[src/rtl/pe_pkg.sv]
// Shared definitions for the weight-stationary SIMD PE.
// Mode encodings, sign-bit positions and lane-count decode.
package pe_pkg;

   typedef enum logic [1:0] {
      MODE_1X  = 2'b00,
      MODE_2X  = 2'b01,
      MODE_4X  = 2'b10,
      MODE_RSV = 2'b11
   } simd_mode_e;

   localparam int SIGN_ACT = 0;
   localparam int SIGN_WGT = 1;

   // Reserved encoding falls back to a single full-width lane.
   function automatic logic [2:0] lane_cnt(input logic [1:0] mode);
      case (mode)
         MODE_2X: return 3'd2;
         MODE_4X: return 3'd4;
         default: return 3'd1;
      endcase
   endfunction

endpackage

[src/rtl/pe_simd_ws_if.sv]
// Port bundle of one PE: control, weight chain, activation
// and partial-sum paths.
interface pe_simd_ws_if #(
   parameter int DATA_W = 16,
   parameter int ACC_W  = 32
);
   logic              en;
   logic [1:0]        simd_mode;
   logic [DATA_W-1:0] weight_in;
   logic              weight_load;
   logic              weight_swap;
   logic [DATA_W-1:0] matrix_in;
   logic [1:0]        matrix_sign_in;
   logic              matrix_valid_in;
   logic [ACC_W-1:0]  sum_in;
   logic              sat_clr;
   logic [DATA_W-1:0] weight_out;
   logic [DATA_W-1:0] matrix_out;
   logic [1:0]        matrix_sign_out;
   logic              matrix_valid_out;
   logic [ACC_W-1:0]  sum_out;
   logic              sum_valid_out;
   logic              sat_flag;

   modport master (
      output en, simd_mode, weight_in,
      output weight_load, weight_swap,
      output matrix_in, matrix_sign_in,
      output matrix_valid_in, sum_in, sat_clr,
      input  weight_out, matrix_out,
      input  matrix_sign_out, matrix_valid_out,
      input  sum_out, sum_valid_out, sat_flag
   );

   modport slave (
      input  en, simd_mode, weight_in,
      input  weight_load, weight_swap,
      input  matrix_in, matrix_sign_in,
      input  matrix_valid_in, sum_in, sat_clr,
      output weight_out, matrix_out,
      output matrix_sign_out, matrix_valid_out,
      output sum_out, sum_valid_out, sat_flag
   );
endinterface

[src/rtl/pe_lane_mac.sv]
// One accumulator slice: W-bit add whose carry-in is cut
// when the slice starts a new lane.
module pe_lane_mac #(
   parameter int W = 8
) (
   input  logic [W-1:0] a,
   input  logic [W-1:0] b,
   input  logic         c_prev,
   input  logic         brk,
   output logic [W-1:0] s,
   output logic         co
);

   logic ci;

   assign ci = c_prev & ~brk;

   assign {co, s} = {1'b0, a} + {1'b0, b}
                  + {{W{1'b0}}, ci};

endmodule

[src/rtl/pe_simd_ws.sv]
// Weight-stationary systolic PE with 1/2/4-lane SIMD split,
// shadow/active weights and per-lane saturating accumulate.
module pe_simd_ws
   import pe_pkg::*;
#(
   parameter int DATA_W = 16,
   parameter int ACC_W  = 32,
   parameter bit SAT_EN = 1'b1
) (
   input logic         clk,
   input logic         rst,
   pe_simd_ws_if.slave io
);

   localparam int L2 = DATA_W / 2;
   localparam int L4 = DATA_W / 4;
   localparam int A2 = ACC_W / 2;
   localparam int A4 = ACC_W / 4;

   localparam logic [A4-1:0] MIN_TOP =
      {1'b1, {(A4-1){1'b0}}};
   localparam logic [A4-1:0] MAX_TOP =
      {1'b0, {(A4-1){1'b1}}};

   logic [DATA_W-1:0] shadow;
   logic [DATA_W-1:0] active;
   logic [DATA_W-1:0] mat_q;
   logic [1:0]        sgn_q;
   logic              s1_valid;
   logic [ACC_W-1:0]  s1_prod;
   logic [ACC_W-1:0]  s1_sum;
   logic [2:0]        s1_n;
   logic              s1_sgn;
   logic [ACC_W-1:0]  sum_q;
   logic              sv_q;
   logic              sat_q;

   logic [2:0]        n_in;
   logic              sa;
   logic              sw;
   logic [ACC_W-1:0]  prod;
   logic signed [DATA_W:0] a1, w1;
   logic signed [L2:0]     a2, w2;
   logic signed [L4:0]     a4, w4;
   logic signed [ACC_W-1:0] t;

   assign n_in = lane_cnt(io.simd_mode);
   assign sa   = io.matrix_sign_in[SIGN_ACT];
   assign sw   = io.matrix_sign_in[SIGN_WGT];

   // Lane products, each truncated/extended to its lane's
   // accumulator width.
   always_comb begin
      prod = '0;
      a1 = '0; w1 = '0;
      a2 = '0; w2 = '0;
      a4 = '0; w4 = '0;
      t  = '0;
      unique case (1'b1)
         (n_in == 3'd4): begin
            for (int i = 0; i < 4; i++) begin
               a4 = {sa & io.matrix_in[i*L4+L4-1],
                     io.matrix_in[i*L4 +: L4]};
               w4 = {sw & active[i*L4+L4-1],
                     active[i*L4 +: L4]};
               t = ACC_W'(a4) * ACC_W'(w4);
               prod[i*A4 +: A4] = t[A4-1:0];
            end
         end
         (n_in == 3'd2): begin
            for (int i = 0; i < 2; i++) begin
               a2 = {sa & io.matrix_in[i*L2+L2-1],
                     io.matrix_in[i*L2 +: L2]};
               w2 = {sw & active[i*L2+L2-1],
                     active[i*L2 +: L2]};
               t = ACC_W'(a2) * ACC_W'(w2);
               prod[i*A2 +: A2] = t[A2-1:0];
            end
         end
         default: begin
            a1 = {sa & io.matrix_in[DATA_W-1],
                  io.matrix_in};
            w1 = {sw & active[DATA_W-1], active};
            t = ACC_W'(a1) * ACC_W'(w1);
            prod = t;
         end
      endcase
   end

   logic [3:0]       brk;
   logic [3:0]       top;
   logic [3:0]       cy;
   logic [ACC_W-1:0] sl_sum;

   always_comb begin
      brk = 4'b0001;
      top = 4'b1000;
      unique case (1'b1)
         (s1_n == 3'd4): begin
            brk = 4'b1111;
            top = 4'b1111;
         end
         (s1_n == 3'd2): begin
            brk = 4'b0101;
            top = 4'b1010;
         end
         default: begin
            brk = 4'b0001;
            top = 4'b1000;
         end
      endcase
   end

   for (genvar k = 0; k < 4; k++) begin : g_sl
      logic          cp;
      logic          co;
      logic [A4-1:0] s;
      if (k == 0) begin : g_c0
         assign cp = 1'b0;
      end else begin : g_cn
         assign cp = g_sl[k-1].co;
      end
      pe_lane_mac #(.W(A4)) u_mac (
         .a      (s1_sum[k*A4 +: A4]),
         .b      (s1_prod[k*A4 +: A4]),
         .c_prev (cp),
         .brk    (brk[k]),
         .s      (s),
         .co     (co)
      );
      assign cy[k] = co;
      assign sl_sum[k*A4 +: A4] = s;
   end

   logic [ACC_W-1:0] res;
   logic             any_ovf;
   logic             lsat;
   logic             lneg;
   logic             ext;
   logic             msb;

   // The lane's top slice decides overflow; lower slices
   // of the same lane inherit its clamp direction.
   always_comb begin
      res     = sl_sum;
      any_ovf = 1'b0;
      lsat    = 1'b0;
      lneg    = 1'b0;
      ext     = 1'b0;
      msb     = 1'b0;
      for (int k = 3; k >= 0; k--) begin
         msb = sl_sum[k*A4+A4-1];
         ext = s1_sgn
             ? (s1_sum[k*A4+A4-1]
                ^ s1_prod[k*A4+A4-1] ^ cy[k])
             : cy[k];
         if (top[k]) begin
            lsat = s1_sgn ? (ext ^ msb) : ext;
            lneg = s1_sgn & ext;
            any_ovf = any_ovf | lsat;
         end
         if (SAT_EN && lsat) begin
            if (lneg)
               res[k*A4 +: A4] = top[k] ? MIN_TOP : '0;
            else if (top[k] && s1_sgn)
               res[k*A4 +: A4] = MAX_TOP;
            else
               res[k*A4 +: A4] = '1;
         end
      end
   end

   always_ff @(posedge clk) begin
      if (rst) begin
         shadow   <= '0;
         active   <= '0;
         mat_q    <= '0;
         sgn_q    <= '0;
         s1_valid <= 1'b0;
         s1_prod  <= '0;
         s1_sum   <= '0;
         s1_n     <= 3'd1;
         s1_sgn   <= 1'b0;
         sum_q    <= '0;
         sv_q     <= 1'b0;
         sat_q    <= 1'b0;
      end else if (io.en) begin
         mat_q    <= io.matrix_in;
         sgn_q    <= io.matrix_sign_in;
         s1_valid <= io.matrix_valid_in;
         s1_prod  <= prod;
         s1_sum   <= io.sum_in;
         s1_n     <= n_in;
         s1_sgn   <= |io.matrix_sign_in;
         if (io.weight_swap)
            active <= shadow;
         if (io.weight_load)
            shadow <= io.weight_in;
         sum_q <= res;
         sv_q  <= s1_valid;
         if (SAT_EN && s1_valid && any_ovf)
            sat_q <= 1'b1;
         else if (io.sat_clr)
            sat_q <= 1'b0;
      end
   end

   assign io.weight_out       = shadow;
   assign io.matrix_out       = mat_q;
   assign io.matrix_sign_out  = sgn_q;
   assign io.matrix_valid_out = s1_valid;
   assign io.sum_out          = sum_q;
   assign io.sum_valid_out    = sv_q;
   assign io.sat_flag         = sat_q;

endmodule
[src/flat_wrapper.sv]
// flat-port wrapper written by rule: the top's interface ports become plain ports
module pe_simd_ws_flat import pe_pkg::*;
#(
   parameter int DATA_W = 16,
   parameter int ACC_W  = 32,
   parameter bit SAT_EN = 1'b1
)
  (clk, rst, io_en, io_simd_mode, io_weight_in, io_weight_load, io_weight_swap, io_matrix_in, io_matrix_sign_in, io_matrix_valid_in, io_sum_in, io_sat_clr, io_weight_out, io_matrix_out, io_matrix_sign_out, io_matrix_valid_out, io_sum_out, io_sum_valid_out, io_sat_flag);
  pe_simd_ws_if #(.DATA_W(DATA_W), .ACC_W(ACC_W)) io_i ();
  input logic clk;
  input logic rst;
  input wire logic [$bits(io_i.en)-1:0] io_en;
  input wire logic [$bits(io_i.simd_mode)-1:0] io_simd_mode;
  input wire logic [$bits(io_i.weight_in)-1:0] io_weight_in;
  input wire logic [$bits(io_i.weight_load)-1:0] io_weight_load;
  input wire logic [$bits(io_i.weight_swap)-1:0] io_weight_swap;
  input wire logic [$bits(io_i.matrix_in)-1:0] io_matrix_in;
  input wire logic [$bits(io_i.matrix_sign_in)-1:0] io_matrix_sign_in;
  input wire logic [$bits(io_i.matrix_valid_in)-1:0] io_matrix_valid_in;
  input wire logic [$bits(io_i.sum_in)-1:0] io_sum_in;
  input wire logic [$bits(io_i.sat_clr)-1:0] io_sat_clr;
  output wire logic [$bits(io_i.weight_out)-1:0] io_weight_out;
  output wire logic [$bits(io_i.matrix_out)-1:0] io_matrix_out;
  output wire logic [$bits(io_i.matrix_sign_out)-1:0] io_matrix_sign_out;
  output wire logic [$bits(io_i.matrix_valid_out)-1:0] io_matrix_valid_out;
  output wire logic [$bits(io_i.sum_out)-1:0] io_sum_out;
  output wire logic [$bits(io_i.sum_valid_out)-1:0] io_sum_valid_out;
  output wire logic [$bits(io_i.sat_flag)-1:0] io_sat_flag;
  assign io_i.en = io_en;
  assign io_i.simd_mode = io_simd_mode;
  assign io_i.weight_in = io_weight_in;
  assign io_i.weight_load = io_weight_load;
  assign io_i.weight_swap = io_weight_swap;
  assign io_i.matrix_in = io_matrix_in;
  assign io_i.matrix_sign_in = io_matrix_sign_in;
  assign io_i.matrix_valid_in = io_matrix_valid_in;
  assign io_i.sum_in = io_sum_in;
  assign io_i.sat_clr = io_sat_clr;
  assign io_weight_out = io_i.weight_out;
  assign io_matrix_out = io_i.matrix_out;
  assign io_matrix_sign_out = io_i.matrix_sign_out;
  assign io_matrix_valid_out = io_i.matrix_valid_out;
  assign io_sum_out = io_i.sum_out;
  assign io_sum_valid_out = io_i.sum_valid_out;
  assign io_sat_flag = io_i.sat_flag;
  pe_simd_ws #(.DATA_W(DATA_W), .ACC_W(ACC_W), .SAT_EN(SAT_EN)) u_core (.clk(clk), .rst(rst), .io(io_i));
endmodule
[config.mk]
export PLATFORM = sky130hd
export DESIGN_NAME = pe_simd_ws_flat
export DESIGN_NICKNAME = d
export VERILOG_FILES = /design/src/rtl/pe_pkg.sv /design/src/rtl/pe_simd_ws_if.sv /design/src/rtl/pe_lane_mac.sv /design/src/rtl/pe_simd_ws.sv /design/src/flat_wrapper.sv
export SDC_FILE = /design/constraint.sdc
export NUM_CORES = 2
export LEC_CHECK = 0
export CAP_MARGIN = 20
export CELL_PAD_IN_SITES_DETAIL_PLACEMENT = 1
export CELL_PAD_IN_SITES_GLOBAL_PLACEMENT = 1
export CORE_MARGIN = 2
export CORE_UTILIZATION = 44
export CTS_CLUSTER_DIAMETER = 150
export DETAILED_ROUTE_END_ITERATION = 12
export HOLD_SLACK_MARGIN = 0.12
export PLACE_DENSITY = 0.85
export REMOVE_ABC_BUFFERS = 1
export SLEW_MARGIN = 20
export SYNTH_ARGS = -nofsm -noshare
export SYNTH_HDL_FRONTEND = slang
export SYNTH_SLANG_ARGS = --single-unit
[constraint.sdc]
create_clock -name clk -period 7.8 [get_ports clk]
set_input_delay 0.78 -clock clk [delete_from_list [all_inputs] [get_ports clk]]
set_output_delay 0.78 -clock clk [all_outputs]
set_load 0.02 [all_outputs]
* Word-level counts from Yosys, hierarchy flattened *
Index checks and enable logic that the tools add are counted.

operators by class
  add/sub/neg operators = 7
  $mul = 7
  eq/ne operators = 6
  muxes and demuxes = 41
  bitwise logic cells = 33
  reductions and logical operators = 10

operators by type and width
  cell                                                 number
  2-to-1 mux 8 bit                                     16
  one-hot mux 32 bit (2 select lines)                  1
  adder 8 x 8 -> 9 bit                                 4
  multiplier 17 x 17 -> 32 bit                         1
  multiplier 5 x 5 -> 8 bit                            4
  multiplier 9 x 9 -> 16 bit                           2
  adder 9 x 1 -> 9 bit                                 3
  2-to-1 mux 1 bit                                     21
  AND 1 bit                                            15
  one-hot mux 3 bit (2 select lines)                   2
  bitwise XOR 1 bit                                    12
  one-hot mux 4 bit (2 select lines)                   1
  equality test 3 x 2 -> 1 bit, second input constant  2
  equality test 3 bit, second input constant           2
  AND reduction 2 bit                                  3
  logical AND 1 bit                                    4
  NOT 1 bit                                            3
  bitwise OR 1 bit                                     3
  equality test 2 x 1 -> 1 bit, second input constant  1
  equality test 2 bit, second input constant           1
  nonzero test 2 bit                                   1
  OR reduction 2 bit                                   1
  logical AND 1 bit, first input constant              1

storage, ports and cells
  bits in registers = 153
  input bits = 75
  word-level logic and storage cells = 116

* Longest topological paths before layout *
  depth in word-level cells = 23
  depth in mapped cells = 33

* By module *
A second synthesis with hierarchy kept.

second synthesis, totals
  cells, all modules = 2705
  area, all modules = 24121.9 um^2

by module, submodules not included
  module       instances  cells an instance  area each (um^2)  sequential area each (um^2)
  pe_simd_ws   1          2525               22695.5           3062.9
  pe_lane_mac  4          45                 356.6             0.0

* Worst setup path after synthesis *
No wires, ideal clock.

  kind = flip-flop to flip-flop
  start = reg u_core.s1_sum[0]
  end = reg u_core.sum_q[0] (netlist: u_core.io.sum_out[0])
  data arrival time = 7612 ps
  data required time = 7714 ps
  path slack = 102 ps
  stages on the path, launching flop included = 34
  buffers on the path = 0
  path through = dfxtp_1 > ha_1 > fa_1 > a21o_1 > a21o_1 > a21oi_1 > nor3_1 > a21oi_1 > nor2_1 > fa_1 > fa_1 > a21oi_1 > o22ai_1 > o41ai_2 > nor2_1 > fa_1 > fa_1 > a21o_1 > a21oi_1 > o21bai_1 > a2111oi_0 > nor2_1 > nand2_1 > fa_1 > fa_1 > nand2b_1 > a21oi_1 > nor4b_1 > or3_1 > xor2_2 > mux2i_4 > mux2_4 > a41o_1 > a211oi_1

between the ends
  word-level cells in the longest chain between the ends = 16
  elaborated cells between the ends (all ways) = 37

RTL lines
  item                                                         line                                  RTL
  start: declaration                                           pe_simd_ws.sv:31                      logic [ACC_W-1:0] s1_sum;
  start signal: assignment                                     pe_simd_ws.sv:192                     s1_sum <= io.sum_in;
  adder 8 x 8 -> 9 bit (*)                                     pe_lane_mac.sv:18                     assign {co, s} = {1'b0, a} + {1'b0, b}
  AND 1 bit                                                    pe_lane_mac.sv:16                     assign ci = c_prev & ~brk;
  adder 9 x 1 -> 9 bit                                         pe_lane_mac.sv:19                     + {{W{1'b0}}, ci};
  AND 1 bit                                                    pe_lane_mac.sv:16
  adder 9 x 1 -> 9 bit                                         pe_lane_mac.sv:19
  AND 1 bit                                                    pe_lane_mac.sv:16
  adder 9 x 1 -> 9 bit                                         pe_lane_mac.sv:19
  bitwise XOR 1 bit                                            pe_simd_ws.sv:155                     ^ s1_prod[k*A4+A4-1] ^ cy[k])
  2-to-1 mux 1 bit                                             pe_simd_ws.sv:154                     ? (s1_sum[k*A4+A4-1]
  AND 1 bit / bitwise XOR 1 bit (equally long branches)        pe_simd_ws.sv:159, pe_simd_ws.sv:158
  2-to-1 mux 1 bit, on equally long branches                   pe_simd_ws.sv:157, pe_simd_ws.sv:158
  2-to-1 mux 1 bit (3 in a row)                                pe_simd_ws.sv:157                     if (top[k]) begin
  2-to-1 mux 8 bit / 2-to-1 mux 1 bit (equally long branches)  pe_simd_ws.sv:163, pe_simd_ws.sv:157
  2-to-1 mux 8 bit (*)                                         pe_simd_ws.sv:162                     if (SAT_EN && lsat) begin
  end signal: assignment                                       pe_simd_ws.sv:199                     sum_q <= res;
  end: declaration                                             pe_simd_ws.sv:34                      logic [ACC_W-1:0] sum_q;

Every way passes the cells marked *; elsewhere a longest branch is shown, timed or not.
A chain may end at the register's enable or synchronous reset.

* Worst setup path after layout *
  start = reg u_core.s1_prod[0]
  end = reg u_core.sum_q[1] (netlist: u_core.io.sum_out[1])

between the ends
  word-level cells in the longest chain between the ends = 16
  elaborated cells between the ends (all ways) = 37

RTL lines
  item                                                         line                                  RTL
  start: declaration                                           pe_simd_ws.sv:30                      logic [ACC_W-1:0] s1_prod;
  start signal: assignment                                     pe_simd_ws.sv:191                     s1_prod <= prod;
  adder 8 x 8 -> 9 bit (*)                                     pe_lane_mac.sv:18
  AND 1 bit                                                    pe_lane_mac.sv:16
  adder 9 x 1 -> 9 bit                                         pe_lane_mac.sv:19
  AND 1 bit                                                    pe_lane_mac.sv:16
  adder 9 x 1 -> 9 bit                                         pe_lane_mac.sv:19
  AND 1 bit                                                    pe_lane_mac.sv:16
  adder 9 x 1 -> 9 bit                                         pe_lane_mac.sv:19
  bitwise XOR 1 bit                                            pe_simd_ws.sv:155
  2-to-1 mux 1 bit                                             pe_simd_ws.sv:154
  AND 1 bit / bitwise XOR 1 bit (equally long branches)        pe_simd_ws.sv:159, pe_simd_ws.sv:158
  2-to-1 mux 1 bit, on equally long branches                   pe_simd_ws.sv:157, pe_simd_ws.sv:158
  2-to-1 mux 1 bit (3 in a row)                                pe_simd_ws.sv:157
  2-to-1 mux 8 bit / 2-to-1 mux 1 bit (equally long branches)  pe_simd_ws.sv:163, pe_simd_ws.sv:157
  2-to-1 mux 8 bit (*)                                         pe_simd_ws.sv:162

Marks and branches as above.

==> parameters.txt <==
Parameter                              Value

Timing
  Timing-limited maximum frequency ... 130.6 MHz
  Pin slew with the least headroom to its limit ... 1127 ps
  Worst hold-check slack ... 464.6 ps
  Tcrit/Tclk final ... 0.9816
  Clock tree skew after final layout ... 12.48 ps
  Final count of hold timing violations ... 0
  Final setup violation count ... 0
  Count of pins over their slew limit ... 0
  Time the worst path needs with I/O delays and setup ... 7656 ps
  Rel. slew slack ... 0.2477

Power
  PnR Total Power ... 2.399 mW
  Peak supply drop ... 0.0001651 V
  Leakage power ... 13.08 nW
  Power density over the cells ... 88.71 nW/µm²

Global route
  Number of antenna violations at the first check in global routing ... 0
  Vias in the first global route ... 22230
  Largest net degree at the start of global routing ... 77
  Global route overflow ... 0
  Global-route wire length before repair ... 120000 µm
  Overall track demand over capacity in global routing ... 0.2773

Yosys
  Top cells by area in the synthesized netlist ... sky130_fd_sc_hd__fa_1 (35%), sky130_fd_sc_hd__dfxtp_1 (13%), sky130_fd_sc_hd__ha_1 (12%)
  Synthesis-stage register bit count ... 153
  Most used flip-flop cell after synthesis ... sky130_fd_sc_hd__dfxtp_1
  Number of distinct library cells after synthesis ... 77
  Most used standard cell by instance count after synthesis ... sky130_fd_sc_hd__inv_1
  Synth async-reset ratio ... 0
  Share of the synthesized area in the top cell type ... 0.3482
  Post-synth design cell area ... 23690 µm²
  Count of flip-flops with a built-in enable after synthesis ... 0
  Number of warnings printed during yosys synthesis ... 0
  Synth top cells by count ... sky130_fd_sc_hd__inv_1 (497), sky130_fd_sc_hd__fa_1 (412), sky130_fd_sc_hd__nand2_1 (259)
  Area leader, netlist ... sky130_fd_sc_hd__fa_1
  Synthesized instance count ... 2626
  Average instance area after synthesis ... 9.020 µm²
  Proportion of synthesized chip area in sequential cells ... 0.1293

Layout
  Post-synthesis to final-layout area growth ... 14.16%
  Fraction of layout cells with a size suffix above 1 ... 0.07513
  Layout Cell Area excl Fill ... 27040 µm²
  Net count reported at finish ... 3477
  Core occupancy in the finished layout ... 0.5055

Worst setup path
  Kind of launch point of the worst setup path ... register
  Beginning of the worst register-to-register path ... u_core.s1_prod[0]$_SDFFE_PP0P_
  Cell type with the highest occurrence count on the critical path ... sky130_fd_sc_hd__buf_4
  Data arrival, critical path ... 8060 ps
  Worst setup path category ... reg2reg
  Worst R2R End ... u_core.io.sum_out[1]$_SDFFE_PP0P_
  Type of destination of the critical path ... register
  Flop2flop setup slack ... 140 ps
  Count of cells along the worst register-to-register path ... 48
  Peak fanout along the critical path ... 8
  Highest-delay cell along the critical path ... sky130_fd_sc_hd__fa_2
  Longest individual stage delay on the worst path ... 410 ps
  Critical path data required time ... 8200 ps

Drt
  Wirelength per Cell ... 21.77 µm
  Post-route DRC violation count ... 0
  Via total after detailed routing ... 19090
  Number of iterations in the first detailed-routing pass ... 6
  Detailed Route Iter0 Violations ... 1085
  Vias per std cell ... 5.487
  Wire length after detailed routing ... 75750 µm
  Antenna viol nets, final ... 0

Place
  Count of buffers from port buffering ... 143
  Area after detailed placement ... 25990 µm²
  Routability Congestion ... 0.8973
  Half-perimeter wire length after detailed placement ... 58960 µm

Floorplanning
  Core footprint ... 53500 µm²
  Vertical die dimension ... 236.0 µm
  Total die area ... 55710 µm²
  Placement row count ... 85
  I/O pins ... 144
  Initial core utilization ... 0.4428
  Width of the die ... 236.0 µm

CTS
  CTS Sinks ... 153
  H-tree level count ... 4
  TritonCTS Buffers ... 17
  Clock latency reported for the late side of the worst-skew pair ... 480 ps
  Cell at the root of the clock tree ... sky130_fd_sc_hd__clkbuf_16
  Clk slew on worst S/H paths ... 70 ps
  Clock tree from TritonCTS ... yes
  Max Buffers Root-to-Sink ... 2

Status
  Outcome ... complete, no violations

Job
  Reported max-cap violation count ... 0

Worst hold path
  WHS Endpoint ... u_core.s1_prod[27]$_SDFFE_PP0P_
  Hold crit path type ... reg2reg
  Hold depth ... 1
  Critical hold path startpoint ... u_core.s1_prod[27]$_SDFFE_PP0P_
==> state kept, by name, summed over array words and instances, names as in the netlist, 2 cells and up <==
name                       cells
u_core.io.matrix_sign_out      2
u_core.active                 16
u_core.s1_sum                 32
u_core.io.matrix_out          16
u_core.s1_prod                32
u_core.io.weight_out          16
u_core.io.sum_out             32
u_core.s1_n                    3
==> critical path: cells and delay by family (launching register included) <==
kind | cells | cell delay [ps]
multiplexers | 2 | 450
AO/OA/AOI/OAI | 9 | 1890
adder cells (fa/ha/maj) | 4 | 1330
AND/OR/NAND/NOR | 2 | 150
XOR/XNOR | 1 | 180
buffers and inverters | 30 | 3220
flip-flops | 1 | 350
==> power by group <==
part	leakage, nW	switching, mW	internal (mW)
Combinational	11.5	0.412	0.282
Clock	0.282	0.397	0.434
Sequential	1.26	0.0468	0.827
==> metal layers <==
metal | GRT usage | part of all wire
met3 | 0.05301 | 0.058
met1 | 0.3343 | 0.41
met4 | 0.1123 | 0.035
met2 | 0.4862 | 0.50
met5 | 0 | 0
==> cells by family after synthesis <==
group | count (synthesis) | share of synthesized area
XOR/XNOR | 115 | 0.04284
flip-flops | 153 | 0.1293
buffers and inverters | 618 | 0.09798
adder cells (fa/ha/maj) | 633 | 0.4649
AO/OA/AOI/OAI | 338 | 0.09571
AND/OR/NAND/NOR | 702 | 0.1401
multiplexers | 67 | 0.02910
==> worst max path at each step <==
stage                                   start                                end  cells after the start
6_report       u_core.s1_prod[0]$_SDFFE_PP0P_  u_core.io.sum_out[1]$_SDFFE_PP0P_                     48
5_1_grt        u_core.s1_prod[0]$_SDFFE_PP0P_  u_core.io.sum_out[1]$_SDFFE_PP0P_                     33
4_1_cts         u_core.s1_sum[0]$_SDFFE_PP0P_  u_core.io.sum_out[5]$_SDFFE_PP0P_                     33
3_5_place_dp    u_core.s1_sum[0]$_SDFFE_PP0P_  u_core.io.sum_out[6]$_SDFFE_PP0P_                     33
3_3_place_gp    u_core.s1_sum[0]$_SDFFE_PP0P_  u_core.io.sum_out[1]$_SDFFE_PP0P_                     33
2_1_floorplan   u_core.s1_sum[0]$_SDFFE_PP0P_  u_core.io.sum_out[0]$_SDFFE_PP0P_                     33
==> through the flow <==
step | cells | setup WS (ps) | TNS (ps)
floorplan | 2505 | 102.1 | 0
global placement | 3403 | 18.89 | 0
detailed placement | 3403 | -159.6 | -841.6
CTS | 3469 | 25.49 | 0
global route | 3478 | -27.71 | -46.28
finish | 3479 | 143.6 | 0
==> cell usage in the layout (no fill, tap or decap), drive strengths merged, types with 4 or more instances in the layout <==
master	instances
and2	131
a211oi	35
a21oi	107
a22oi	18
o21bai	6
fa	412
a21o	40
nand3	22
nand2b	13
inv	503
nor2b	11
o22ai	12
or2	24
a221oi	19
o31ai	4
dfxtp	153
ha	221
a31oi	8
o21ai	43
clkdlybuf4s50	141
xnor2	84
mux2i	65
a2111oi	6
o211ai	5
and3	24
xor2	31
nand2	259
clkinv	6
nand3b	4
nor3	18
nor4	4
or3	8
nor2	165
buf	104
clkbuf	20
o21a	7
==> timing repair <==
item	CTS	global route
pin swaps	4	14
gates resized for setup	9	23
endpoints found under the setup margin	15	33
hold buffers	0	0
setup buffers	34	11
==> cell type report <==
cell class	instances	area (µm²)
tap	696	870.8
fill	6215	26450
sequential	153	3065
clock buffer	20	456.7
clock inverter	12	110.1
multi-input combinational	1855	18460
inverter	497	1866
antenna	1	2.502
timing repair buffer	245	2208
Power figures use the tool's default switching activity.
